==> config.mk <==
export PLATFORM = sky130hd
export DESIGN_NAME = bcd_countdown_core_flat
export DESIGN_NICKNAME = d
export VERILOG_FILES = /design/src/rtl/bcd_countdown_core_if.sv /design/src/rtl/bcd_countdown_core.sv /design/src/flat_wrapper.sv
export SDC_FILE = /design/constraint.sdc
export NUM_CORES = 1
export LEC_CHECK = 0
export ABC_AREA = 1
export CAP_MARGIN = 30
export CORE_MARGIN = 4
export CORE_UTILIZATION = 35
export CTS_BUF_LIST = sky130_fd_sc_hd__clkbuf_4
export DETAILED_ROUTE_END_ITERATION = 8
export PLACE_DENSITY_LB_ADDON = 0.1
export SETUP_SLACK_MARGIN = 0.2
export SLEW_MARGIN = 10
export SYNTH_ARGS = -nofsm -noshare
export SYNTH_HDL_FRONTEND = slang
export SYNTH_SLANG_ARGS = --single-unit
export TNS_END_PERCENT = 100
==> constraint.sdc <==
create_clock -name clk -period 3.85 [get_ports clk]
set_input_delay 0.77 -clock clk [delete_from_list [all_inputs] [get_ports clk]]
set_output_delay 0.77 -clock clk [all_outputs]
set_load 0.1 [all_outputs]
==> src/rtl/bcd_countdown_core_if.sv <==
// Control pulses in and BCD display/status out for bcd_countdown_core.
// master drives the buttons (debouncers/bench); slave is the timer core.
interface bcd_countdown_core_if;
    logic       start;
    logic       clear;
    logic       inc;
    logic       dec;
    logic       field;
    logic       mode;
    logic [3:0] bin0;
    logic [3:0] bin1;
    logic [3:0] bin2;
    logic [3:0] bin3;
    logic [1:0] state;
    logic       tick;
    logic       expired;
    logic       alarm;

    modport master (
        output start, clear, inc, dec, field, mode,
        input  bin0, bin1, bin2, bin3, state, tick, expired, alarm
    );

    modport slave (
        input  start, clear, inc, dec, field, mode,
        output bin0, bin1, bin2, bin3, state, tick, expired, alarm
    );
endinterface

==> src/rtl/bcd_countdown_core.sv <==
// MM:SS BCD timer core: countdown / count-up, pause, per-field set with wrap,
// preset restore and a timed alarm on expiry. All outputs are registered.
module bcd_countdown_core #(
    parameter int unsigned TICK_DIV     = 50_000_000,
    parameter int unsigned MIN_LIMIT    = 59,
    parameter int unsigned ALARM_CYCLES = 100_000_000
) (
    input logic                 clk,
    input logic                 reset,
    bcd_countdown_core_if.slave bus
);
    localparam int unsigned PW = $clog2(TICK_DIV);
    localparam int unsigned AW = $clog2(ALARM_CYCLES + 1);
    localparam logic [PW-1:0] LAST  = PW'(TICK_DIV - 1);
    localparam logic [3:0]    LIM_T = 4'(MIN_LIMIT / 10);
    localparam logic [3:0]    LIM_O = 4'(MIN_LIMIT % 10);

    typedef enum logic [1:0] {
        S_SET   = 2'b00,
        S_RUN   = 2'b01,
        S_PAUSE = 2'b10,
        S_EXP   = 2'b11
    } state_t;

    state_t           st, st_n;
    logic [3:0][3:0]  dig, dig_n;      // [0] sec ones .. [3] min tens
    logic [3:0][3:0]  pre, pre_n;
    logic [3:0][3:0]  up, down, adj;
    logic [PW-1:0]    presc, presc_n;
    logic [AW-1:0]    acnt, acnt_n;
    logic             mode_q, mode_n;
    logic             tick_q, tick_n;
    logic             exp_q, exp_n;
    logic             alarm_q, alarm_n;
    logic             at_limit, at_one;

    assign at_limit = (dig[3] == LIM_T) && (dig[2] == LIM_O) && (dig[1] == 4'd5) && (dig[0] == 4'd9);
    assign at_one   = (dig[3] == 4'd0) && (dig[2] == 4'd0) && (dig[1] == 4'd0) && (dig[0] == 4'd1);

    // BCD step values for RUN, and the SET-mode field adjust (no cross-field carry)
    always_comb begin
        up   = dig;
        down = dig;
        adj  = dig;
        if (dig[0] != 4'd9) up[0] = dig[0] + 4'd1;
        else begin
            up[0] = 4'd0;
            if (dig[1] != 4'd5) up[1] = dig[1] + 4'd1;
            else begin
                up[1] = 4'd0;
                if (dig[2] != 4'd9) up[2] = dig[2] + 4'd1;
                else begin
                    up[2] = 4'd0;
                    up[3] = dig[3] + 4'd1;
                end
            end
        end
        if (dig[0] != 4'd0) down[0] = dig[0] - 4'd1;
        else begin
            down[0] = 4'd9;
            if (dig[1] != 4'd0) down[1] = dig[1] - 4'd1;
            else begin
                down[1] = 4'd5;
                if (dig[2] != 4'd0) down[2] = dig[2] - 4'd1;
                else begin
                    down[2] = 4'd9;
                    down[3] = dig[3] - 4'd1;
                end
            end
        end
        if (!bus.field && bus.inc) begin
            if (dig[0] != 4'd9) adj[0] = dig[0] + 4'd1;
            else begin
                adj[0] = 4'd0;
                adj[1] = (dig[1] == 4'd5) ? 4'd0 : dig[1] + 4'd1;
            end
        end else if (!bus.field) begin
            if (dig[0] != 4'd0) adj[0] = dig[0] - 4'd1;
            else begin
                adj[0] = 4'd9;
                adj[1] = (dig[1] == 4'd0) ? 4'd5 : dig[1] - 4'd1;
            end
        end else if (bus.inc) begin
            if (dig[3] == LIM_T && dig[2] == LIM_O) begin
                adj[3] = 4'd0;
                adj[2] = 4'd0;
            end else if (dig[2] == 4'd9) begin
                adj[2] = 4'd0;
                adj[3] = dig[3] + 4'd1;
            end else adj[2] = dig[2] + 4'd1;
        end else begin
            if (dig[3] == 4'd0 && dig[2] == 4'd0) begin
                adj[3] = LIM_T;
                adj[2] = LIM_O;
            end else if (dig[2] == 4'd0) begin
                adj[2] = 4'd9;
                adj[3] = dig[3] - 4'd1;
            end else adj[2] = dig[2] - 4'd1;
        end
    end

    always_comb begin
        st_n    = st;
        dig_n   = dig;
        pre_n   = pre;
        presc_n = presc;
        acnt_n  = acnt;
        mode_n  = mode_q;
        exp_n   = 1'b0;
        case (st)
            S_SET: begin
                if (bus.clear) begin
                    dig_n = '0;
                    pre_n = '0;
                end else if (bus.start) begin
                    if (bus.mode || dig != '0) begin
                        pre_n   = dig;
                        mode_n  = bus.mode;
                        presc_n = '0;
                        st_n    = S_RUN;
                    end
                end else if (bus.inc ^ bus.dec) begin
                    dig_n = adj;
                end
            end
            S_RUN: begin
                if (bus.clear) begin
                    st_n  = S_SET;
                    dig_n = pre;
                end else if (bus.start) begin
                    st_n = S_PAUSE;
                end else if (presc == LAST) begin
                    presc_n = '0;
                    if (mode_q) begin
                        if (at_limit) st_n = S_EXP;
                        else dig_n = up;
                    end else begin
                        dig_n = down;
                        if (at_one) st_n = S_EXP;
                    end
                end else begin
                    presc_n = presc + PW'(1);
                end
            end
            S_PAUSE: begin
                if (bus.clear) begin
                    st_n  = S_SET;
                    dig_n = pre;
                end else if (bus.start) begin
                    st_n = S_RUN;
                end
            end
            default: begin
                if (bus.clear || bus.start) begin
                    st_n   = S_SET;
                    dig_n  = pre;
                    acnt_n = '0;
                end else if (acnt != '0) begin
                    acnt_n = acnt - AW'(1);
                end
            end
        endcase
        if (st != S_EXP && st_n == S_EXP) begin
            acnt_n = AW'(ALARM_CYCLES);
            exp_n  = 1'b1;
        end
        alarm_n = (st_n == S_EXP) && (acnt_n != '0);
        tick_n  = (st_n == S_RUN) && (presc_n == LAST);
    end

    always_ff @(posedge clk or negedge reset) begin
        if (!reset) begin
            st      <= S_SET;
            dig     <= '0;
            pre     <= '0;
            presc   <= '0;
            acnt    <= '0;
            mode_q  <= 1'b0;
            tick_q  <= 1'b0;
            exp_q   <= 1'b0;
            alarm_q <= 1'b0;
        end else begin
            st      <= st_n;
            dig     <= dig_n;
            pre     <= pre_n;
            presc   <= presc_n;
            acnt    <= acnt_n;
            mode_q  <= mode_n;
            tick_q  <= tick_n;
            exp_q   <= exp_n;
            alarm_q <= alarm_n;
        end
    end

    assign bus.bin0    = dig[0];
    assign bus.bin1    = dig[1];
    assign bus.bin2    = dig[2];
    assign bus.bin3    = dig[3];
    assign bus.state   = st;
    assign bus.tick    = tick_q;
    assign bus.expired = exp_q;
    assign bus.alarm   = alarm_q;
endmodule

==> src/flat_wrapper.sv <==
// flat-port wrapper written by rule: the top's interface ports become plain ports
module bcd_countdown_core_flat 
#(
    parameter int unsigned TICK_DIV     = 50_000_000,
    parameter int unsigned MIN_LIMIT    = 59,
    parameter int unsigned ALARM_CYCLES = 100_000_000
)
  (clk, reset, bus_start, bus_clear, bus_inc, bus_dec, bus_field, bus_mode, bus_bin0, bus_bin1, bus_bin2, bus_bin3, bus_state, bus_tick, bus_expired, bus_alarm);
  bcd_countdown_core_if bus_i ();
  input logic clk;
  input logic reset;
  input wire logic [$bits(bus_i.start)-1:0] bus_start;
  input wire logic [$bits(bus_i.clear)-1:0] bus_clear;
  input wire logic [$bits(bus_i.inc)-1:0] bus_inc;
  input wire logic [$bits(bus_i.dec)-1:0] bus_dec;
  input wire logic [$bits(bus_i.field)-1:0] bus_field;
  input wire logic [$bits(bus_i.mode)-1:0] bus_mode;
  output wire logic [$bits(bus_i.bin0)-1:0] bus_bin0;
  output wire logic [$bits(bus_i.bin1)-1:0] bus_bin1;
  output wire logic [$bits(bus_i.bin2)-1:0] bus_bin2;
  output wire logic [$bits(bus_i.bin3)-1:0] bus_bin3;
  output wire logic [$bits(bus_i.state)-1:0] bus_state;
  output wire logic [$bits(bus_i.tick)-1:0] bus_tick;
  output wire logic [$bits(bus_i.expired)-1:0] bus_expired;
  output wire logic [$bits(bus_i.alarm)-1:0] bus_alarm;
  assign bus_i.start = bus_start;
  assign bus_i.clear = bus_clear;
  assign bus_i.inc = bus_inc;
  assign bus_i.dec = bus_dec;
  assign bus_i.field = bus_field;
  assign bus_i.mode = bus_mode;
  assign bus_bin0 = bus_i.bin0;
  assign bus_bin1 = bus_i.bin1;
  assign bus_bin2 = bus_i.bin2;
  assign bus_bin3 = bus_i.bin3;
  assign bus_state = bus_i.state;
  assign bus_tick = bus_i.tick;
  assign bus_expired = bus_i.expired;
  assign bus_alarm = bus_i.alarm;
  bcd_countdown_core #(.TICK_DIV(TICK_DIV), .MIN_LIMIT(MIN_LIMIT), .ALARM_CYCLES(ALARM_CYCLES)) u_core (.clk(clk), .reset(reset), .bus(bus_i));
endmodule
==> reports/results.txt <==
fmax - 0.319 GHz
worst stage delay on the critical path - 0.47 ns
syn_nets - 1,030
pwr/cell area - 653 nW/um^2
largest net degree at the start of global routing - 57
relative slew slack - 34.3%
Avg Cell Area, Syn - 6.75 um^2
DR pass1 iterations - 6
Reg2Reg Setup Slack - 0.72 ns
Area growth, synth to finish - 11.8%
post-route cell area - 7590 um^2
Post-synth EDFFs - 0
CTS clock-pin slew for the worst setup and hold paths - 0.16 ns
crit-path cells - inv_1 > ha_1 > nand2_1 > nor2_2 > nand4_2 > nand2_4 > buf_4 > nand2_1 > a21oi_1 > nand3_1 > nor3b_1 > nand2_1 > nor2_1
RR Endpoint - u_core.bus.tick
clock latency on the worst-skew pair - 0.50 ns
ranking of synthesized cells by area - dfrtp_1 (34%), nand2_1 (13%), inv_1 (8.2%)
GRT Total Usage - 19.5%
Period Utilization, post-route - 81.4%
Num CTS Buffers - 9
Critical-path top delay cell - dfrtp_1
Syn Inst Count - 1,006
commonest non-fill, non-tap cells in the layout - nand2_1 (228), inv_1 (149), nor2_1 (133), dfrtp_1 (91), nand3_1 (78)
initial antenna violation count - 1
CTS resizes - 0
setup TNS - 0 ns
Critical Path Source Type - register
CTS Buffer Depth - 2
NumNets Final - 1,063
DIE WIDTH - 147 um
share of post-route cells with drive strength above 1 - 8.24%
asr flop ratio synth - 100%
Die ar. - 21,700 um^2
initial core utilization - 35.9%
kind of end point of the critical path - register
WL/cell - 16.0 um
HPWL Detailed - 15.8 mm
RSZ-0062 raised after global routing - no
core area - 18,900 um^2
Post-Route Skew - 0.0233 ns
TritonCTS clock tree - done
register area share after synthesis - 33.5%
Die H - 147 um
GP Congestion - 0.902
Iter 0 DRT Violations - 527
MaxCap Viol Count - 0
vias - 6,575
first-pass GRT wire length - 34.1 mm
Setup-failing EPs final - 0
Final Hold Vio Count - 0
Max H-tree Level - 3
register bit count reported by yosys - 91
synth unique cells - 54
Post-route DRC - 0
DRT antenna net count - 0
Max FO, Critical Path - 25
Yosys top cell by area - dfrtp_1
Post-Syn Area - 6790 um^2
Worst-Margin Slew - 0.982 ns
DR vias/cell - 5.04
I/O pins - 29
commonest non-fill, non-tap cell in the layout - nand2_1
critical path class - reg -> reg
yosys warns - 0
Lkg Pwr - 3.64 nW
Port Buffers - 28
Synth Flop Type - dfrtp_1
worst path bufs/invs - 2
status - finished, final reports clean
Worst EP arrival - 3.56 ns
Synth top area share - 33.5%
cts hold-fix bufs - 0
post-layout minimum cycle time - 3.13 ns
Sink Count - 91
worst hold path class - in -> async
top cell family by delay on the critical path - simple AND/OR/NAND/NOR gates
Post-Route WL - 20.9 mm
# rows - 50
Cell Area, Placed - 7420 um^2
vias in the first global route - 6,440
total gr overflow - 0
cell mode on critical path - nand2_1
RR Startpoint - u_core.bus.bin2[0]
Pins Over Slew Limit - 0
Worst Path Required - 4.28 ns
VDD IR max - 0.000489 V
post-CTS setup buffer count - 0
Root Driver - clkbuf_4
cells on worst reg2reg path - 13
## routing by layer
layer  vias up  GRT usage [%]  wire length [um]
li1       3353              -                 -
met1      3064           27.5             10400
met2       134           30.9              9330
met3        24           4.04               826
met4         0           4.66               337
met5         -              0                 0
## worst max-delay path by stage
stage,from,to,slack [ns],depth (start not counted)
2_1_floorplan,u_core.bus.bin1[0],u_core.bus.alarm,1.00,15
3_3_place_gp,bus_start,u_core.bus.tick,0.43,11
3_5_place_dp,bus_start,u_core.bus.bin1[3],0.44,10
4_1_cts,u_core.bus.bin2[0],u_core.bus.tick,0.74,15
5_1_grt,u_core.bus.bin2[0],u_core.bus.tick,0.43,13
6_report,u_core.bus.bin2[0],u_core.bus.tick,0.72,13
## registers in the layout (all words and copies together), names as in the netlist, 2 cells and up
| signal | count |
|---|---|
| u_core.bus.bin2 | 4 |
| u_core.bus.bin3 | 4 |
| u_core.bus.bin0 | 4 |
| u_core.acnt | 27 |
| u_core.bus.bin1 | 4 |
| u_core.bus.state | 2 |
| u_core.presc | 26 |
| u_core.pre | 16 |
## stage by stage
stage                     cells  hold slack [ns]  util [%]  setup slack (ns)  total power, mW
final                      1305            0.156      40.2             0.717             4.95
after global routing       1305            0.132      40.2             0.431             5.38
after CTS                  1304            0.133      40.2             0.739             4.99
after detailed placement   1288            0.523      39.3             0.438             4.31
after global placement     1287            0.506      39.1             0.425             4.32
after floorplan            1006            0.474         -              1.00             3.59
## cells in the mapped netlist, types with 10 or more instances
cell / count
o22ai_1: 18
nor3_1: 13
nand3_1: 78
dfrtp_1: 91
ha_1: 16
nand2_1: 228
nand4_1: 34
o211ai_1: 12
a21oi_1: 33
buf_2: 12
xor2_1: 16
o21ai_0: 55
nor2_2: 10
inv_2: 11
nor2_1: 134
inv_1: 149
## where the power goes
part | total [mW] | switching (mW) | internal (mW)
registers | 1.58 | 0.355 | 1.22
clock network | 0.649 | 0.381 | 0.268
logic | 2.73 | 1.89 | 0.838
## cell type report
| class | count | area [um^2] |
|---|---|---|
| clock inverters | 7 | 96.3 |
| diodes | 1 | 2.50 |
| fillers | 2100 | 11300 |
| flip-flops and latches | 91 | 2280 |
| multi-input cells | 729 | 3780 |
| inverters | 161 | 604 |
| clock buffers | 9 | 67.6 |
| repair buffers | 47 | 438 |
| well taps | 260 | 325 |
## cells by family after synthesis
family          Yosys count  share of synthesized area (%)
buf+inv                 186                           10.8
flops                    91                           33.5
fa+ha+maj                16                           2.95
compound gates          159                           14.1
xor+xnor                 24                           3.10
simple gates            530                           35.5
Power figures use the tool's default switching activity.
